[config.mk]
export PLATFORM = sky130hd
export DESIGN_NAME = mux_capture_reg
export DESIGN_NICKNAME = d
export VERILOG_FILES = /design/src/rtl/mux_capture_reg.sv
export SDC_FILE = /design/constraint.sdc
export NUM_CORES = 1
export LEC_CHECK = 0
export CAP_MARGIN = 5
export CORE_UTILIZATION = 30
export CTS_BUF_LIST = sky130_fd_sc_hd__clkbuf_4 sky130_fd_sc_hd__clkbuf_8
export CTS_CLUSTER_DIAMETER = 150
export DETAILED_ROUTE_END_ITERATION = 7
export HOLD_SLACK_MARGIN = 0.06
export PLACE_DENSITY = 0.51
export SLEW_MARGIN = 20
export SYNTH_ARGS = -nofsm -noshare
export SYNTH_HDL_FRONTEND = slang
export SYNTH_SLANG_ARGS = --single-unit
[constraint.sdc]
create_clock -name clk -period 2.5 [get_ports clk]
set_input_delay 0.5 -clock clk [delete_from_list [all_inputs] [get_ports clk]]
set_output_delay 0.5 -clock clk [all_outputs]
set_load 0.03 [all_outputs]
[src/rtl/mux_capture_reg.sv]
// NCH-channel select/capture register with manual and auto-scan modes.
// Optional sel_err counter output enabled by defining MUX_CAPTURE_ERRCNT_EN.
module mux_capture_reg #(
  parameter int WIDTH    = 2,
  parameter int NCH      = 3,
  parameter int SEL_W    = 2,
  parameter int SCAN_DIV = 4
) (
  input  logic                 clk,
  input  logic                 rst_n,
  input  logic [NCH*WIDTH-1:0] idata,
  input  logic [SEL_W-1:0]     sel,
  input  logic                 le,
  input  logic                 mode,
  output logic [WIDTH-1:0]     y,
  output logic [SEL_W-1:0]     ch,
  output logic                 upd,
  output logic                 sel_err
`ifdef MUX_CAPTURE_ERRCNT_EN
  ,
  output logic [7:0]           err_cnt
`endif
);

  localparam int DIV_W = (SCAN_DIV > 1) ? $clog2(SCAN_DIV) : 1;

  logic [WIDTH-1:0] y_q, y_d;
  logic [SEL_W-1:0] ch_q, ch_d;
  logic             upd_q, upd_d;
  logic             sel_err_q, sel_err_d;
  logic [SEL_W-1:0] idx_q, idx_d;
  logic [DIV_W-1:0] div_q, div_d;
  logic             mode_q, mode_d;
  logic [WIDTH-1:0] sel_data, scan_data;
  logic             sel_ok;

  // Explicit compare loops keep out-of-range selects from indexing past idata.
  always_comb begin
    sel_data  = '0;
    scan_data = '0;
    sel_ok    = 1'b0;
    for (int k = 0; k < NCH; k++) begin
      if (int'(sel) == k) begin
        sel_data = idata[k*WIDTH +: WIDTH];
        sel_ok   = 1'b1;
      end
      if (int'(idx_q) == k) scan_data = idata[k*WIDTH +: WIDTH];
    end
  end

  always_comb begin
    y_d       = y_q;
    ch_d      = ch_q;
    upd_d     = 1'b0;
    sel_err_d = 1'b0;
    idx_d     = idx_q;
    div_d     = div_q;
    mode_d    = mode;
    if (mode != mode_q) begin
      idx_d = '0;
      div_d = '0;
    end else if (!mode) begin
      if (le) begin
        if (sel_ok) begin
          y_d   = sel_data;
          ch_d  = sel;
          upd_d = 1'b1;
        end else begin
          sel_err_d = 1'b1;
        end
      end
    end else if (le) begin
      if (div_q == DIV_W'(SCAN_DIV - 1)) begin
        y_d   = scan_data;
        ch_d  = idx_q;
        upd_d = 1'b1;
        div_d = '0;
        idx_d = (idx_q == SEL_W'(NCH - 1)) ? '0 : idx_q + 1'b1;
      end else begin
        div_d = div_q + 1'b1;
      end
    end
  end

  always_ff @(posedge clk or negedge rst_n) begin
    if (!rst_n) begin
      y_q       <= '0;
      ch_q      <= '0;
      upd_q     <= 1'b0;
      sel_err_q <= 1'b0;
      idx_q     <= '0;
      div_q     <= '0;
      mode_q    <= 1'b0;
    end else begin
      y_q       <= y_d;
      ch_q      <= ch_d;
      upd_q     <= upd_d;
      sel_err_q <= sel_err_d;
      idx_q     <= idx_d;
      div_q     <= div_d;
      mode_q    <= mode_d;
    end
  end

  assign y       = y_q;
  assign ch      = ch_q;
  assign upd     = upd_q;
  assign sel_err = sel_err_q;

`ifdef MUX_CAPTURE_ERRCNT_EN
  logic [7:0] err_cnt_q, err_cnt_d;

  // Saturates rather than wrapping so a long error burst stays visible.
  always_comb begin
    err_cnt_d = err_cnt_q;
    if (sel_err_d && (err_cnt_q != 8'hFF)) err_cnt_d = err_cnt_q + 8'd1;
  end

  always_ff @(posedge clk or negedge rst_n) begin
    if (!rst_n) err_cnt_q <= 8'd0;
    else        err_cnt_q <= err_cnt_d;
  end

  assign err_cnt = err_cnt_q;
`endif

endmodule
==> reports/qor.txt, run 1 <==
Pwr per Cell Area: 569 nW/um^2
Max-Cap Viols: 0
Post-synth cell types: 22
Max incr delay on CP: 480 ps
Int Pwr: 360 uW
Total leakage power: 0.000411 uW
Post-Syn Nets: 77
Peak VDD IR: 333 uV
Crit. End Element: flop
Syn avg cell area: 10.7 sq um
Longest Clk Path Bufs: 2
Number of diodes: 0
Vias in the first global route: 501
Placed cell count: 106
Routed Antenna Nets: 0
Total track usage: 12.6%
Clock sink count: 11
Switching Share: 29.7%
Top delay family on crit path: simple AND/OR/NAND/NOR gates
Initial Utilization: 32.9%
Antenna violations before repair: 0
Shortest period the worst path allows: 2130 ps
Worst hold path type: flop to flop
Post-synthesis cell count: 62
Sequential area share after synthesis: 41.4%
DR top layer: met4
CP Cell Sequence: clkdlybuf4s50_1 -> inv_1 -> ha_1 -> nand2b_1 -> or3_1 -> mux2_4
Hold Fails Final Rpt: 0
Crit Path Max Fanout: 5
Die height: 49.1 microns
Cts hold-fix bufs: 0
Final setup vio count: 0
DR WL met3: 41 microns
Ports: 18
Avg WL per Cell: 12.1 microns
Worst setup path class: primary input to flop
FF/Latch Area: 275 sq um
Die area: 2410 sq um
Dominant cells by area after synthesis: dfrtp_1 (41%), mux2i_1 (6.0%), ha_1 (5.6%), mux2_2 (5.1%), mux2_4 (4.5%)
Top cells by count, synth: dfrtp_1 (11), nand2_1 (5), o21ai_0 (5)
RSZ-0062 raised after global routing: false
#FFs+latches synth: 11
Status: completed
Reg clk slew, reported paths: 60 ps
Total Nets Final: 99
Port Buffer Count: 17
DRC Markers: 0
Post-CTS setup buffer count: 0
Multi-input gate area: 344 sq um
Largest area contributor in the netlist: dfrtp_1
Switching component of the power: 152 uW
DP HPWL: 1.04 mm
Ys Warns: 0
Final WL: 1.33 mm
WP data arrival: 2280 ps
Final GP Congestion: 0.777
Share of cells above drive strength 1: 15.7%
Setup TNS Final: 0 ps
Slew Limit Headroom: 65.6%
Largest net degree at the start of global routing: 12
Register share of total power: 42.9%
Drt via density: 4.85
EDFF count, synth: 0
Fillcell total: 198
FP Rows: 16
Final period util: 85.2%
Post-CTS Resized: 0
Drt pass-1 iters: 4
Mapped cell area: 664 sq um
CP required: 2650 ps
Slew at the pin closest to its max-slew limit: 514 ps
Max Fclk: 469 MHz
Routed met2 length: 605 microns
H-tree depth: 1
Core area: 2020 sq um
DR iter-0 viols: 9
Synth top area share: 41.4%
TritonCTS clock tree: done
Max Transition Viols Final: 0
CP max-delay cell: or3_1
Via count: 534
CTS Root Buffer Type: clkbuf_4
Combinational power share: 31.9%
Chip Width: 49.1 microns
Clk pwr share: 25.1%
Skew final: 8.79 ps
Buffer and inverter count on the worst path: 2
CTS buffer count: 3
GRT overflow: 0
CP Launch Type: primary input
Met1 wire length: 669 microns
Layout area overhead: 35.2%
Primary FF master, synth: dfrtp_1
Asr flop ratio synth: 100%
Finished Layout Cells: 110
Clk Latency, worst-skew pair: 270 ps
First-pass GRT wire length: 2.23 mm
Most frequent cell after synthesis: dfrtp_1
final cells by class:
| class | instances | area share [%] |
|---|---|---|
| clock buffer | 4 | 3.34 |
| inverter | 4 | 1.67 |
| multi-input combinational | 43 | 38.3 |
| sequential | 11 | 30.6 |
| tap | 27 | 3.76 |
| timing repair buffer | 21 | 22.3 |
sequential cells by signal, summed over array words and instances, names as in the netlist:
signal   count
ch           2
div_q        2
idx_q        2
mode_q       1
sel_err      1
upd          1
y            2
per-stage QoR:
| step | hold slack (ps) | instance area, sq um | util, % | setup WS, ps | power, uW |
|---|---|---|---|---|---|
| 6_report | 518 | 898 | 44.4 | 370 | 511 |
| 3_3_place_gp | 499 | 868 | 42.9 | 113 | 386 |
| 3_5_place_dp | 502 | 868 | 42.9 | 91.4 | 388 |
| 2_1_floorplan | 204 | 664 | - | 427 | 314 |
| 4_1_cts | 520 | 898 | 44.4 | 376 | 521 |
| 5_1_grt | 537 | 898 | 44.4 | 322 | 546 |
kinds of logic after synthesis:
kind of cell / count (synthesis) / synth area share (%)
AO/OA/AOI/OAI: 15 / 16.4
adder cells (fa/ha/maj): 3 / 5.65
buffers and inverters: 8 / 6.78
flip-flops: 11 / 41.4
multiplexers: 9 / 15.6
AND/OR/NAND/NOR: 16 / 14.1
path summary, 6_finish.rpt:
kind | startpoint | endpoint | slack [ps] | cells after the start
max | mode | ch[0]$_DFFE_PN0P_ | 370 | 6
min | ch[1]$_DFFE_PN0P_ | ch[1]$_DFFE_PN0P_ | 520 | 1
max reg2reg | mode_q$_DFF_PN0_ | ch[0]$_DFFE_PN0P_ | 780 | 5
min reg2reg | ch[1]$_DFFE_PN0P_ | ch[1]$_DFFE_PN0P_ | 520 | 1
max in group asynchronous | rst_n | ch[1]$_DFFE_PN0P_ | 1580 | 1
min in group asynchronous | rst_n | y[1]$_DFFE_PN0P_ | 570 | 1
layer usage:
metal | GRT usage [%] | vias up
met5 | 0 | -
met4 | 5.88 | 0
met3 | 4.67 | 2
met1 | 15.8 | 255
li1 | - | 267
met2 | 18.9 | 10
power by group through the flow:
| stage | Clock, uW | Combinational [uW] | Sequential [uW] |
|---|---|---|---|
| after global placement | 0 | 164 | 222 |
| after global routing | 145 | 178 | 223 |
| final | 129 | 163 | 219 |
| after detailed placement | 0 | 165 | 223 |
| after floorplan | 0 | 61.5 | 253 |
| after CTS | 137 | 165 | 219 |
layout by cell type, fill, tap and decap left out, types with 2 or more instances in the layout:
| cell type | count |
|---|---|
| dfrtp_1 | 11 |
| ha_1 | 3 |
| a221oi_1 | 2 |
| mux2_2 | 3 |
| o211a_1 | 2 |
| mux2_4 | 2 |
| o21ai_0 | 5 |
| o31ai_1 | 4 |
| nand2_1 | 5 |
| inv_1 | 4 |
| nand3b_1 | 2 |
| nor2b_1 | 4 |
| buf_4 | 4 |
| clkbuf_4 | 4 |
| clkdlybuf4s50_1 | 17 |
| mux2i_1 | 4 |
Note: power is estimated with default switching activity, not from simulation.
==> run 2: changes to the inputs <==
- CORE_UTILIZATION: 30 -> 48
- PLACE_DENSITY: 0.51 -> 0.77
==> reports/qor.txt, run 2 (synthesis results as in run 1) <==
Slew at the pin closest to its max-slew limit: 487 ps (was 514 ps)
FP Rows: 13 (was 16)
Reg clk slew, reported paths: 60 ps (about the same)
Avg WL per Cell: 13.5 microns (was 12.1 microns)
Finished Layout Cells: 97 (was 110)
DR iter-0 viols: 10 (was 9)
Chip Width: 39.2 microns (was 49.1 microns)
Number of diodes: 0 (unchanged)
Skew final: 4.10 ps (was 8.79 ps)
Cts hold-fix bufs: 0 (unchanged)
Final WL: 1.31 mm (was 1.33 mm)
Antenna violations before repair: 0 (unchanged)
Total track usage: 20.5% (was 12.6%)
Post-CTS Resized: 0 (unchanged)
Worst hold path type: flop to flop (unchanged)
Most frequent cells in the layout: clkdlybuf4s50_1 (17), dfrtp_1 (11), nand2_1 (5), o21ai_0 (5) (unchanged)
Initial Utilization: 51.1% (was 32.9%)
Met1 wire length: 675 microns (was 669 microns)
Final period util: 85.4% (was 85.2%)
CP required: 2650 ps (about the same)
Slew Limit Headroom: 67.5% (was 65.6%)
Port Buffer Count: 17 (unchanged)
DR top layer: met3 (was met4)
Crit Path Max Fanout: 5 (unchanged)
First-pass GRT wire length: 1.96 mm (was 2.23 mm)
Hold Fails Final Rpt: 0 (unchanged)
CP Launch Type: primary input (unchanged)
Crit path to: ch[1]$_DFFE_PN0P_ (was ch[0]$_DFFE_PN0P_)
Ports: 18 (unchanged)
Max Fclk: 468 MHz (was 469 MHz)
DR WL met3: 64 microns (was 41 microns)
RR Startpoint: mode_q$_DFF_PN0_ (unchanged)
Drt pass-1 iters: 4 (unchanged)
Max-Cap Viols: 0 (unchanged)
Longest Clk Path Bufs: 2 (unchanged)
Pwr per Cell Area: 585 nW/um^2 (was 569 nW/um^2)
Hold wc startpoint: ch[1]$_DFFE_PN0P_ (unchanged)
Die area: 1540 sq um (was 2410 sq um)
H-tree depth: 1 (unchanged)
Post-CTS setup buffer count: 0 (unchanged)
Status: completed (unchanged)
R2R setup slack: 780 ps (about the same)
R2R depth: 5 (unchanged)
Most common cell after layout, fill and taps aside: clkdlybuf4s50_1 (unchanged)
Vias in the first global route: 434 (was 501)
Crit. End Element: flop (unchanged)
Placed cell count: 93 (was 106)
Max Transition Viols Final: 0 (unchanged)
DP HPWL: 1.02 mm (was 1.04 mm)
WP data arrival: 2290 ps (was 2280 ps)
DRC Markers: 0 (unchanged)
Design area: 876 sq um (was 898 sq um)
RSZ-0062 raised after global routing: false (unchanged)
Peak VDD IR: 550 uV (was 333 uV)
Layout area overhead: 31.8% (was 35.2%)
Worst setup path class: primary input to flop (unchanged)
Final setup vio count: 0 (unchanged)
Setup TNS Final: 0 ps (unchanged)
Total power: 513 uW (was 511 uW)
Share of cells above drive strength 1: 14.6% (was 15.7%)
Min Hold Slack: 515 ps (was 518 ps)
CTS Root Buffer Type: clkbuf_4 (unchanged)
Die height: 39.2 microns (was 49.1 microns)
Final GP Congestion: 0.749 (was 0.777)
Clock sink count: 11 (unchanged)
Shortest period the worst path allows: 2140 ps (was 2130 ps)
Post-DP Area: 846 sq um (was 868 sq um)
Total Nets Final: 98 (was 99)
Routed met2 length: 572 microns (was 605 microns)
CTS buffer count: 3 (unchanged)
Via count: 533 (was 534)
Clk Latency, worst-skew pair: 270 ps (about the same)
Largest net degree at the start of global routing: 12 (unchanged)
Crit path from: mode (unchanged)
Core area: 1300 sq um (was 2020 sq um)
Drt via density: 5.49 (was 4.85)
Total leakage power: 0.000406 uW (was 0.000411 uW)
GRT overflow: 0 (unchanged)
Worst R2R End: ch[1]$_DFFE_PN0P_ (was ch[0]$_DFFE_PN0P_)
TritonCTS clock tree: done (unchanged)
Routed Antenna Nets: 0 (unchanged)
## run 2: worst min path at each step
| stage | end | cells past startpoint |
|---|---|---|
| final | ch[1]$_DFFE_PN0P_ | 1 |
| after global routing | y[1]$_DFFE_PN0P_ | 2 |
| after CTS | y[1]$_DFFE_PN0P_ | 2 |
| after detailed placement | y[1]$_DFFE_PN0P_ | 2 |
| after global placement | ch[0]$_DFFE_PN0P_ | 1 |
| after floorplan | ch[0]$_DFFE_PN0P_ | 0 |
## run 2: area by class of cell
| type | count | area (sq um) |
|---|---|---|
| flip-flops and latches | 11 | 275 |
| clock buffers | 4 | 30.0 |
| fillers | 114 | 425 |
| inverters | 4 | 15.0 |
| well taps | 15 | 18.8 |
| multi-input cells | 43 | 344 |
| repair buffers | 20 | 193 |
## run 2: worst max-delay path, stage by stage
cell	delay (ps)
clkdlybuf4s50_1	470
inv_1	50
ha_1	300
nand2b_1	150
or3_1	490
mux2_4	330
## run 2: metrics by stage
step / util [%] / worst slack [ps]
floorplan: - / 427
global placement: 65.0 / 128
detailed placement: 65.0 / 82.5
CTS: 67.3 / 366
global route: 67.3 / 269
finish: 67.3 / 365
## run 2: where the power goes
part / internal (uW) / switching [uW]
Combinational: 84.3 / 79.1
Clock: 72.6 / 57.1
Sequential: 202 / 17.7
## run 2: metal layers
metal,global-route usage [%],vias up
li1,-,267
met1,28.3,250
met2,29.2,16
met3,10.4,0
met4,2.59,0
met5,0,-
